File: config.mk
export PLATFORM = sky130hd
export DESIGN_NAME = division_sgn
export DESIGN_NICKNAME = d
export VERILOG_FILES = /design/src/rtl/division_sgn.sv
export SDC_FILE = /design/constraint.sdc
export NUM_CORES = 1
export LEC_CHECK = 0
export ABC_AREA = 1
export BUFFER_PORTS_ARGS = -buffer_cell sky130_fd_sc_hd__buf_2
export CORE_AREA = 2 2 154 156
export CTS_CLUSTER_DIAMETER = 120
export DETAILED_ROUTE_END_ITERATION = 8
export DIE_AREA = 0 0 156 158
export GPL_TIMING_DRIVEN = 0
export PLACE_DENSITY = 0.8
export REMOVE_ABC_BUFFERS = 1
export SYNTH_ARGS = -nofsm -noshare
export SYNTH_HDL_FRONTEND = slang
export SYNTH_SLANG_ARGS = --single-unit
File: constraint.sdc
create_clock -name clk -period 2.5 [get_ports clk]
set_input_delay 0.375 -clock clk [delete_from_list [all_inputs] [get_ports clk]]
set_output_delay 0.375 -clock clk [all_outputs]
set_load 0.01 [all_outputs]
File: src/rtl/division_sgn.sv
// Parametrised radix-2 restoring divider with signed/unsigned mode and a divide-by-zero flag.
// Result R packs {remainder, quotient}; start/busy/done handshake, one quotient bit per cycle.
module division_sgn #(
  parameter int unsigned W = 32
) (
  input  logic           clk,
  input  logic           rst,
  input  logic           start,
  input  logic           signed_mode,
  input  logic [W-1:0]   A,
  input  logic [W-1:0]   D,
  output logic [2*W-1:0] R,
  output logic           busy,
  output logic           done,
  output logic           div_zero
);

  localparam int unsigned CW = $clog2(W);

  localparam logic [1:0] S_IDLE = 2'd0;
  localparam logic [1:0] S_CALC = 2'd1;
  localparam logic [1:0] S_FIX  = 2'd2;

  logic [1:0]     state_q, state_d;
  logic [CW-1:0]  cnt_q, cnt_d;
  logic [W-1:0]   rem_q, rem_d;
  logic [W-1:0]   dvd_q, dvd_d;
  logic [W-1:0]   dmag_q, dmag_d;
  logic           qneg_q, qneg_d;
  logic           rneg_q, rneg_d;
  logic [2*W-1:0] r_q, r_d;
  logic           busy_q, busy_d;
  logic           done_q, done_d;
  logic           dz_q, dz_d;

  logic           a_neg, d_neg;
  logic [W-1:0]   a_mag, d_mag;
  logic [W:0]     shifted, trial;
  logic [W-1:0]   quo_fix, rem_fix;

  // Operand magnitudes and sign bookkeeping at acceptance
  assign a_neg = signed_mode & A[W-1];
  assign d_neg = signed_mode & D[W-1];
  assign a_mag = a_neg ? (W'(0) - A) : A;
  assign d_mag = d_neg ? (W'(0) - D) : D;

  // Trial subtract: remainder < divisor keeps shifted below 2^(W+1), so trial[W] is the sign
  assign shifted = {rem_q, dvd_q[W-1]};
  assign trial   = shifted - {1'b0, dmag_q};

  assign quo_fix = qneg_q ? (W'(0) - dvd_q) : dvd_q;
  assign rem_fix = rneg_q ? (W'(0) - rem_q) : rem_q;

  always_comb begin
    state_d = state_q;
    cnt_d   = cnt_q;
    rem_d   = rem_q;
    dvd_d   = dvd_q;
    dmag_d  = dmag_q;
    qneg_d  = qneg_q;
    rneg_d  = rneg_q;
    r_d     = r_q;
    busy_d  = busy_q;
    done_d  = 1'b0;
    dz_d    = 1'b0;

    case (state_q)
      S_IDLE: begin
        if (start) begin
          if (D == W'(0)) begin
            r_d    = {A, {W{1'b1}}};
            done_d = 1'b1;
            dz_d   = 1'b1;
          end else begin
            dvd_d   = a_mag;
            dmag_d  = d_mag;
            qneg_d  = a_neg ^ d_neg;
            rneg_d  = a_neg;
            rem_d   = W'(0);
            cnt_d   = CW'(0);
            busy_d  = 1'b1;
            state_d = S_CALC;
          end
        end
      end
      S_CALC: begin
        if (!trial[W]) begin
          rem_d = trial[W-1:0];
          dvd_d = {dvd_q[W-2:0], 1'b1};
        end else begin
          rem_d = shifted[W-1:0];
          dvd_d = {dvd_q[W-2:0], 1'b0};
        end
        cnt_d = cnt_q + CW'(1);
        if (cnt_q == CW'(W - 1)) begin
          state_d = S_FIX;
        end
      end
      S_FIX: begin
        r_d     = {rem_fix, quo_fix};
        done_d  = 1'b1;
        busy_d  = 1'b0;
        state_d = S_IDLE;
      end
      default: begin
        busy_d  = 1'b0;
        state_d = S_IDLE;
      end
    endcase
  end

  always_ff @(posedge clk) begin
    if (rst) begin
      state_q <= S_IDLE;
      cnt_q   <= '0;
      rem_q   <= '0;
      dvd_q   <= '0;
      dmag_q  <= '0;
      qneg_q  <= 1'b0;
      rneg_q  <= 1'b0;
      r_q     <= '0;
      busy_q  <= 1'b0;
      done_q  <= 1'b0;
      dz_q    <= 1'b0;
    end else begin
      state_q <= state_d;
      cnt_q   <= cnt_d;
      rem_q   <= rem_d;
      dvd_q   <= dvd_d;
      dmag_q  <= dmag_d;
      qneg_q  <= qneg_d;
      rneg_q  <= rneg_d;
      r_q     <= r_d;
      busy_q  <= busy_d;
      done_q  <= done_d;
      dz_q    <= dz_d;
    end
  end

  assign R        = r_q;
  assign busy     = busy_q;
  assign done     = done_q;
  assign div_zero = dz_q;

endmodule

# --- Yosys cells after proc, flatten, opt, wreduce, memory -nomap -nowiden ---
# Index checks and enable logic that the tools add are counted.
word_totals:
  regBits: 172
  out_inout_bits: 67
  word_cells: 68
op_classes:
  n_addsub: 6
  n_bitwise: 6
  reduce_logical: 10
  mux: 28
  eq_ne: 7
op_table:
  columns: ["op", "count"]
  rows:
  - ["two-way mux 32 bit", 9]
  - ["two-way mux 64 bit", 2]
  - ["one-hot mux 32 bit (2 select lines)", 2]
  - ["one-hot mux 64 bit (2 select lines)", 1]
  - ["subtractor 1 x 32 -> 32 bit, first input constant", 4]
  - ["subtractor 33 x 32 -> 33 bit", 1]
  - ["logical NOT 32 bit", 1]
  - ["AND reduction 3 bit", 5]
  - ["two-way mux 5 bit", 2]
  - ["one-hot mux 5 bit (2 select lines)", 1]
  - ["inequality test 2 bit, second input constant", 4]
  - ["two-way mux 2 bit", 3]
  - ["adder 5 x 1 -> 5 bit, second input constant", 1]
  - ["== test 5 bit, second input constant", 1]
  - ["two-way mux 1 bit", 5]
  - ["one-hot mux 1 bit (2 select lines)", 2]
  - ["one-hot mux 2 bit (2 select lines)", 1]
  - ["nonzero test 2 bit", 2]
  - ["inverter 1 bit", 3]
  - ["AND 1 bit", 2]
  - ["== test 2 x 1 -> 1 bit, second input constant", 1]
  - ["== test 2 bit, second input constant", 1]
  - ["logical NOT 2 bit", 1]
  - ["OR reduction 2 bit", 1]
  - ["bitwise XOR 1 bit", 1]

# --- Logic depth before layout (Yosys ltp) ---
logic_depth:
  word_depth: 5
  ltp_mapped: 18
  mapped_depth_nobuf: 17

# --- Least setup slack after synthesis ---
# Ideal clock, no wire load.
synth_timing:
  kind: "reg-to-reg"
  from: "reg dvd_q[31]"
  to: "reg rem_q[5]"
  path_stages_with_launch: 17
  required_time_ns: 2.357
  path_buffers: 1
  slack_ns: 0.290
  period_less_slack_ns: 2.210
  t_arrival_ns: 2.067
  path_cell_list: "dfxtp_1 inv_1 ha_1 fa_1 inv_1 nand2_1 nand2_1 nand3_2 nand2_4 nand2_4 nand2_4 nand2_4 nand3_2 buf_2 nand3_1 nand3_2 a21oi_2"
synth_via:
  elab_chain_len: 3
synth_rtl:
  columns: ["element", "line", "text"]
  rows:
  - ["start, declared", "27", "logic [W-1:0] dvd_q, dvd_d;"]
  - ["start signal, assigned", "129", "dvd_q <= dvd_d;"]
  - ["subtractor 33 x 32 -> 33 bit", "49", "assign trial = shifted - {1'b0, dmag_q};"]
  - ["two-way mux 32 bit", "87", "if (!trial[W]) begin"]
  - ["one-hot mux 32 bit (2 select lines)", "67", "case (state_q)"]
  - ["end signal, assigned", "128", "rem_q <= rem_d;"]
  - ["end, declared", "26", "logic [W-1:0] rem_q, rem_d;"]
# Every way passes these cells.
# A chain may end at the register's enable or synchronous reset.

# --- Worst setup path after layout ---
layout_timing:
  from: "reg dmag_q[0]"
  to: "reg rem_q[13]"
layout_via:
  elab_chain_len: 3
layout_rtl:
  columns: ["element", "line", "text"]
  rows:
  - ["start, declared", "28", "logic [W-1:0] dmag_q, dmag_d;"]
  - ["start signal, assigned", "130", "dmag_q <= dmag_d;"]
  - ["subtractor 33 x 32 -> 33 bit", "49", null]
  - ["two-way mux 32 bit", "87", null]
  - ["one-hot mux 32 bit (2 select lines)", "67", null]
# Every way passes these cells.

==> impl_results.md <==
* Routed len/inst at 16.6 um
* Hold depth at 3
* Unique masters post-synth at 48
* TNS Setup at 0 ps
* Final setup fails at 0
* Post-Syn Instances at 2249
* Row count at 56
* Syn-to-layout area delta at 12.1%
* Fin crit period at 2430 ps
* LEAKAGE at 7.44 nW
* Worst endpoint data arrival time at 2710 ps
* Slowest CP cell: dfxtp_1
* Number of diodes at 0
* Vias in the first global route at 13600
* Drc violations at 0
* Register area at 3450 um^2
* Max_slew headroom at 0.316
* Largest net degree at the start of global routing at 106
* Global-route wire length before repair at 68200 um
* Post-synth EDFFs at 0
* CTS tree: yes
* Synthesis Warnings at 0
* Crit path kind: reg2reg
* Layout Skew at 10.3 ps
* Peak VDD IR at 0.000547 V
* Initial DRT Pass Iterations at 6
* Worst-path clk slew at 80 ps
* Clock Path Buffers at 2
* Starting DRC count in detailed routing at 1374
* Routability cong. at 1.00
* Cells after DPL at 2586
* Max stage delay on crit path at 420 ps
* Sw frac at 0.493
* Net switching power at 0.00669 W
* Placed Instance Area at 14200 um^2
* I/O pins at 135
* Post-DP HPWL at 32300 um
* Power Dens Cells at 891 nW/um^2
* GRT Util Overall at 0.348
* Util after Layout at 0.660
* Ranking of synthesized cells by area: dfxtp_1 (25%), nand2_1 (16%), inv_1 (8.4%)
* Multi-input logic area at 8660 um^2
* Critical R2R Launch: dmag_q[0]
* Clk_lat worst skew at 440 ps
* Die area at 24600 um^2
* CP Launch Type: flip-flop
* Final Hold Viols at 0
* Syn avg cell area at 6.03 um^2
* Status: finished clean
* Synthesized cell area at 13600 um^2
* Worst Hold Class: in2reg
* Critical Path Sink Type: flip-flop
* Design area at 15200 um^2
* Slack of the critical path at 70.7 ps
* CTS buffer count at 17
* Share of the synthesized area in the top cell type at 0.254
* Die width at 156 um
* Non-Filler Instances at 2643
* DIE HEIGHT at 158 um
* Top_reg_cell synth: dfxtp_1
* Final wirelength at 43900 um
* Crit-path cells: ha_4, fa_2, inv_2, nand2_1, nand2_1, nand3_2, nand2_4, nand2_4, nand2_4, nand2_8, nand2_8, nand2_8, nand2_8, nand2_1, nand3_1, a21oi_2
* Internal power at 0.00686 W
* Clock Sinks at 172
* Fillers at 2179
* Core box area at 23100 um^2
* CTS root buf: clkbuf_16
* CP required at 2780 ps
* CTS H-tree depth at 4
* Worst-path fanout max at 13
* CTS Hold Buffers Added at 0
* Hold Crit Start: D[0]
* DRT antenna net count at 0
* Crit-path most repeated cell: nand2_8
* Pre-CTS setup slack at -746 ps
* Async S/R FF share, synth at 0
* Via/cell ratio at 5.71
* Final #Nets at 2447
* Worst Tran Pin Value at 1030 ps
* R2R Setup Slk at 70 ps
* Final cycle utilization of the critical path at 0.972
* Share of post-route cells with drive strength above 1 at 0.142
* Combinational share of power at 0.563
* Fmax at 412 MHz
* Port Buffers at 134
* Vias at 15100
* Max-slew violations at 0
* Reg2Reg Depth at 16
* Worst Setup SP: dmag_q[0]
* Power share of the clock group at 0.198
* Sequential fraction of design power at 0.239
* Initial Util at 0.588
* Leading area contributor after synthesis: dfxtp_1
* Initial antenna violation count at 1
* MaxCap Viol Count at 0
* Overflow after GRT at 0
* Flops & latches, synth at 172
* Register area share after synthesis at 0.254
==> final timing paths <==
check                    to
hold reg to reg       R[59]
setup / recovery  rem_q[13]
setup reg to reg  rem_q[13]
hold / removal    dmag_q[0]
==> critical path: cells and delay by family, from the launching register on <==
family / cells / cell delay, ps
AND/OR/NAND/NOR: 12 / 1110
adder cells (fa/ha/maj): 2 / 570
flip-flops: 1 / 420
buffers and inverters: 1 / 80
AO/OA/AOI/OAI: 1 / 70
==> layout make-up <==
type / count / area share
clock buffers: 17 / 0.0280
clock inverters: 15 / 0.0112
inverters: 322 / 0.0814
multi-input cells: 1672 / 0.570
flip-flops and latches: 172 / 0.227
well taps: 290 / 0.0239
repair buffers: 151 / 0.0570
repair inverters: 4 / 0.00181
==> repair_timing <==
| action | in CTS | in global routing |
|---|---|---|
| endpoints found under the hold margin | 0 | 0 |
| setup buffers | 11 | 6 |
| setup endpoints to repair | 122 | 87 |
| pin swaps | 3 | 4 |
| gates resized for setup | 21 | 26 |
| gates cloned | 6 | 3 |
==> state kept, by name, summed over array words and instances (netlist names) <==
name,flops
state_q,2
rem_q,32
rneg_q,1
div_zero,1
R,64
dmag_q,32
dvd_q,32
busy,1
done,1
cnt_q,5
qneg_q,1
==> metrics by stage <==
step | hold slack (ps) | total power (W)
after global placement | 445 | 0.00987
after CTS | 212 | 0.0132
after detailed placement | 461 | 0.00998
final | 218 | 0.0136
after global routing | 253 | 0.0145
after floorplan | 437 | 0.00826
==> cell families (layout without fill, tap and decap cells) <==
family	Yosys count	after routing	share of synthesized area
and+or+nand+nor	1160	1165	0.382
AOI/OAI and AO/OA	429	429	0.180
buffers and inverters	410	509	0.123
DFF	172	172	0.254
adders and majority gates	39	39	0.0365
xor gates and xnor gates	39	39	0.0252
==> power by group through the flow <==
stage | Clock, W | Combinational (W) | Sequential (W)
floorplan | 0 | 0.00509 | 0.00317
global placement | 0 | 0.00660 | 0.00326
detailed placement | 0 | 0.00671 | 0.00327
CTS | 0.00270 | 0.00726 | 0.00322
global route | 0.00281 | 0.00838 | 0.00326
finish | 0.00268 | 0.00763 | 0.00324
==> cell usage after synthesis, types with 6 or more instances <==
| master | n |
|---|---|
| a21oi_1 | 157 |
| a21oi_2 | 25 |
| a31oi_1 | 26 |
| buf_2 | 18 |
| buf_4 | 8 |
| buf_6 | 8 |
| clkbuf_1 | 51 |
| dfxtp_1 | 172 |
| ha_1 | 38 |
| inv_1 | 304 |
| inv_2 | 16 |
| nand2_1 | 584 |
| nand2_2 | 15 |
| nand2_4 | 9 |
| nand3_1 | 203 |
| nand3_2 | 25 |
| nand3b_1 | 16 |
| nand4_1 | 27 |
| nor2_1 | 213 |
| nor2_2 | 12 |
| nor3_1 | 32 |
| o211ai_1 | 15 |
| o21ai_0 | 140 |
| o21ai_1 | 32 |
| o221ai_1 | 8 |
| o22ai_1 | 7 |
| or2_2 | 6 |
| xnor2_1 | 11 |
| xor2_1 | 28 |
==> cells in the final DEF (no fill, tap or decap), types with 8 or more instances in the layout <==
master      count
a21oi_1       157
a21oi_2        25
a31oi_1        26
buf_2         133
buf_4          12
clkbuf_16      17
clkinvlp_4     10
dfxtp_1       165
ha_1           33
inv_1         298
inv_2          16
nand2_1       583
nand2_2        13
nand2_8        10
nand3_1       203
nand3_2        25
nand3b_1       16
nand4_1        27
nor2_1        213
nor2_2         10
nor3_1         30
o211ai_1       15
o21ai_0       140
o21ai_1        32
o221ai_1        8
xnor2_1        11
xor2_1         28
==> metal layers <==
layer	wire, um	GRT usage	vias to the layer above
met5	13	0	-
met4	2570	0.193	2
met3	2730	0.0372	141
met2	20600	0.602	632
met1	18000	0.425	6809
li1	-	-	7499
Note: power is estimated with default switching activity, not from simulation.
